## src/rtl/clock_divider_prog.sv

```systemverilog
// Runtime-programmable clock divider: divided clock plus registered edge strobes,
// glitch-free divisor changes at period boundaries, selectable stop behaviour.
module clock_divider_prog #(
   parameter int WIDTH        = 16,
   parameter int DEFAULT_DVSR = 4,
   parameter int STOP_MODE    = 0
) (
   input  logic             i_CLK,
   input  logic             i_RST,
   input  logic             i_EN,
   input  logic [WIDTH-1:0] i_DVSR,
   input  logic             i_LOAD,
   output logic             o_CLK_DIV,
   output logic             o_RISE,
   output logic             o_FALL,
   output logic             o_LOAD_ACK,
   output logic             o_BUSY
);

   typedef enum logic [1:0] {IDLE, RUN, DRAIN} state_t;

   state_t           state, nxt_state;
   logic [WIDTH-1:0] pos, nxt_pos;
   logic [WIDTH-1:0] dvsr, nxt_dvsr;
   logic [WIDTH-1:0] pend, nxt_pend;
   logic             pend_vld, nxt_pend_vld;
   logic             nxt_ack;
   logic             nxt_clk;
   logic [WIDTH-1:0] dvsr_req;
   logic             at_end;
   logic             stop;
   logic             close;

   assign dvsr_req = (i_DVSR < WIDTH'(2)) ? WIDTH'(2) : i_DVSR;
   assign at_end   = (pos == dvsr - WIDTH'(1));

   // The edge that ends a period immediately (or terminates a drain) also closes it,
   // so a queued divisor is committed there instead of lingering into IDLE.
   always_comb begin
      // NOTE: every always_comb output gets a default first so no path leaves it unassigned (no latch).
      nxt_state    = state;
      nxt_pos      = pos;
      nxt_dvsr     = dvsr;
      nxt_pend     = pend;
      nxt_pend_vld = pend_vld;
      nxt_ack      = 1'b0;
      stop         = 1'b0;
      close        = 1'b0;

      case (state)
         IDLE: begin
            nxt_pos = '0;
            if (i_LOAD) begin
               nxt_dvsr = dvsr_req;
               nxt_ack  = 1'b1;
            end
            if (i_EN) nxt_state = RUN;
         end
         default: begin
            stop  = (STOP_MODE == 0) ? !i_EN : (at_end && !i_EN);
            close = at_end || stop;

            if (close && i_LOAD) begin
               nxt_dvsr     = dvsr_req;
               nxt_pend_vld = 1'b0;
               nxt_ack      = 1'b1;
            end else if (close && pend_vld) begin
               nxt_dvsr     = pend;
               nxt_pend_vld = 1'b0;
               nxt_ack      = 1'b1;
            end else if (i_LOAD) begin
               nxt_pend     = dvsr_req;
               nxt_pend_vld = 1'b1;
            end

            if (stop) begin
               nxt_state = IDLE;
               nxt_pos   = '0;
            end else begin
               nxt_state = i_EN ? RUN : DRAIN;
               nxt_pos   = at_end ? '0 : pos + WIDTH'(1);
            end
         end
      endcase

      // Low for positions 0..L-1, high for L..D-1, so odd D gets the longer high phase.
      nxt_clk = (nxt_state != IDLE) && (nxt_pos >= (nxt_dvsr >> 1));
   end

   // NOTE: state registers use non-blocking assignments so all flops update from pre-edge values.
   always_ff @(posedge i_CLK) begin
      if (i_RST) begin
         state      <= IDLE;
         pos        <= '0;
         dvsr       <= WIDTH'(DEFAULT_DVSR);
         pend       <= '0;
         pend_vld   <= 1'b0;
         o_CLK_DIV  <= 1'b0;
         o_RISE     <= 1'b0;
         o_FALL     <= 1'b0;
         o_LOAD_ACK <= 1'b0;
         o_BUSY     <= 1'b0;
      end else begin
         state      <= nxt_state;
         pos        <= nxt_pos;
         dvsr       <= nxt_dvsr;
         pend       <= nxt_pend;
         pend_vld   <= nxt_pend_vld;
         o_CLK_DIV  <= nxt_clk;
         o_RISE     <= nxt_clk && !o_CLK_DIV;
         o_FALL     <= !nxt_clk && o_CLK_DIV;
         o_LOAD_ACK <= nxt_ack;
         o_BUSY     <= (nxt_state != IDLE);
      end
   end

endmodule

```

## config.mk

```make
export PLATFORM = sky130hd
export DESIGN_NAME = clock_divider_prog
export DESIGN_NICKNAME = d
export VERILOG_FILES = /design/src/rtl/clock_divider_prog.sv
export SDC_FILE = /design/constraint.sdc
export NUM_CORES = 1
export LEC_CHECK = 0
export ABC_AREA = 1
export BUFFER_PORTS_ARGS = -buffer_cell sky130_fd_sc_hd__buf_4
export CORE_UTILIZATION = 45
export CTS_CLUSTER_SIZE = 14
export DETAILED_ROUTE_END_ITERATION = 8
export HOLD_SLACK_MARGIN = 0.1
export SETUP_SLACK_MARGIN = 0.4
export SYNTH_ARGS = -nofsm -noshare
export SYNTH_HDL_FRONTEND = slang
export SYNTH_SLANG_ARGS = --single-unit
```

## constraint.sdc

```tcl
create_clock -name i_CLK -period 9.7 [get_ports i_CLK]
set_input_delay 0.485 -clock i_CLK [delete_from_list [all_inputs] [get_ports i_CLK]]
set_output_delay 0.485 -clock i_CLK [all_outputs]
set_load 0.03 [all_outputs]
```

==> metrics.txt <==
I/O pins=25; skew final=8.33 ps; # rows=33; DRT iter0 DRCs=between 150 and 200; Post-synth EDFFs=0; Crit. End Element=register; mapped cell area=3920 um2; layout cells sized above 1=around an eighth; Setup WS pre-CTS=approximately 5800 ps; Detailed Place HPWL=7110 um; clk_lat worst skew=roughly 310 ps; Fin Hold WS=between 400 and 500 ps; PwrDens=around 130 nW/um2; RSZ-0062 raised after global routing=false; Main synth FF type=dfxtp_1; CTS buffer count=5; max-cap viol count=0; DR pass1 iterations=5; Layout area overhead=7.22%; Achievable Freq=roughly 260 MHz; Synth area leader=dfxtp_1; HP Class=in2reg; Max stage delay cell, worst path=dfxtp_1; placed insts=roughly 680; startpoint types=register; CTS Hold Bufs=0; Final setup viols=0; Vias/cell=5.26; cell count after synthesis=between 500 and 600; Worst Path Arrival=just over 4000 ps; critical path fanouts, max=35; WS Path Type=reg2reg; top-area cell type share of the netlist area=28.6%; total track usage=23.0%; clock transition at the registers of the reported paths=110 ps; Seq/Total Area, Yosys=28.6%; Chip Height=roughly 95 um; Netlist cell types=40; routed length per instance=between 10 and 15 um; first-pass GRT wire length=16000 um; H-tree depth=2; critical path's most frequent cell=nand2_1; Final Cycle Share=39.7%; PnR worst setup slack=5850 ps; most numerous cell in the Yosys netlist=nand2_1; Pins Over Slew Limit=0; CTS Sinks=56; Final Hold Viols=0; via count=approximately 3600; maximum VDD drop=~0.000080 V; die width=roughly 95 um; vias in the first global route=3272; fraction of registers with async set/reset=0%; status=completed; post-CTS resize count=0; Core Box Area=~8300 um2; Nets=614; Post-DRT Antenna Nets=0; GR Overflow Total=0; synth warn=0; postcts setup bufs=0; relative slew slack=between 50% and 60%; flip-flop and latch count after synthesis=56; delay of the slowest cell on the worst path=330 ps; total negative slack=0 ps; Leakage=~0.0019 uW; Slew @ Worst Pin=between 700 and 800 ps; largest cells by area after synthesis=dfxtp_1 (29%), nand2_1 (12%), nor2_1 (7.0%), a21oi_1 (6.4%), inv_1 (5.7%); Mapped Nets=between 600 and 700; Req. time, crit path=9920 ps; DRC viols=0; Final Non-Filler Cells=683; average cell area after synthesis=approximately 6.9 um2; CTS Buffer Depth=2; commonest cells in the netlist=nand2_1 (130), nor2_1 (73), inv_1 (59), dfxtp_1 (56), a21oi_1 (50); Initial Util=around 47%; final wirelength=~9800 um; Clock Tree Root=clkbuf_8; ant diodes=0; CTS tree=yes; Routability Congestion=~0.86; Tmin final=a little under 4000 ps; largest net degree at the start of global routing=45; I/O Buffers=24; initial antenna violation count=0; full die area=~9100 um2; Core Util, Final=between 50% and 60%
[cell type report]
class | count | area (um2)
multi-input cells | 425 | 2400
clock inverters | 2 | 38.8
well taps | 105 | 131
fillers | 871 | 4140
flip-flops and latches | 56 | 1120
inverters | 64 | 243
clock buffers | 6 | 82.6
repair buffers | 25 | 188
[power breakdown]
group          leakage, uW  switching (uW)  total (uW)  internal (uW)
Combinational      0.00138            77.6         123           44.9
Clock            0.0000614            83.9         169           84.7
Sequential        0.000458            12.0         252            240
Total              0.00190             173         543            370
[logic make-up (layout without fill, tap and decap cells)]
kind of cell / after synthesis / after routing / synth area share (%)
other: 1 / 1 / 0.0957
xor gates and xnor gates: 31 / 31 / 7.98
buffers and inverters: 88 / 97 / 10.2
AOI/OAI and AO/OA: 73 / 73 / 10.4
adders and majority gates: 17 / 17 / 5.43
and+or+nand+nor: 303 / 303 / 37.3
DFF: 56 / 56 / 28.6
[state kept, by name, summed over array words and instances (netlist names), 2 cells and up]
name / cells
dvsr: 16
state: 2
pend: 16
pos: 16
[critical path, delay by kind of cell (launching register included)]
kind,cells,cell delay (ps)
and+or+nand+nor,34,2510
DFF,1,330
buffers and inverters,3,230
adders and majority gates,2,510
xor gates and xnor gates,1,130
[worst paths after layout]
| path | from | slack (ps) | cells after the start | end |
|---|---|---|---|---|
| max | dvsr[0]$_SDFFE_PP0P_ | 5850 | 40 | o_RISE$_SDFF_PP0_ |
| min | i_EN | 410 | 2 | o_FALL$_SDFF_PP0_ |
| max reg2reg | dvsr[0]$_SDFFE_PP0P_ | 5850 | 40 | o_RISE$_SDFF_PP0_ |
| min reg2reg | o_CLK_DIV$_SDFF_PP0_ | 450 | 1 | o_RISE$_SDFF_PP0_ |
[stage by stage]
stage          total power, uW  cell area (um2)
6_report                   543             4200
5_1_grt                    576             4200
4_1_cts                    547             4200
3_5_place_dp               379             4080
3_3_place_gp               377             4080
2_1_floorplan              351             3920
[cells in the final DEF, fill, tap and decap left out, types with 7 or more instances in the layout]
cell type,n
nand2_1,130
nor2_1,73
inv_1,59
dfxtp_1,56
a21oi_1,50
nand3_1,31
buf_4,25
xor2_1,21
nor3_1,21
ha_1,17
nand3_2,13
nor2_2,7
xnor2_1,7
[per-layer routing]
metal	track usage [%]	vias up	wire length, um
li1	-	1845	-
met4	4.67	0	70
met2	36.0	89	4270
met5	0	-	0
met3	2.95	6	505
met1	33.5	1654	4950
Power figures use the tool's default switching activity.
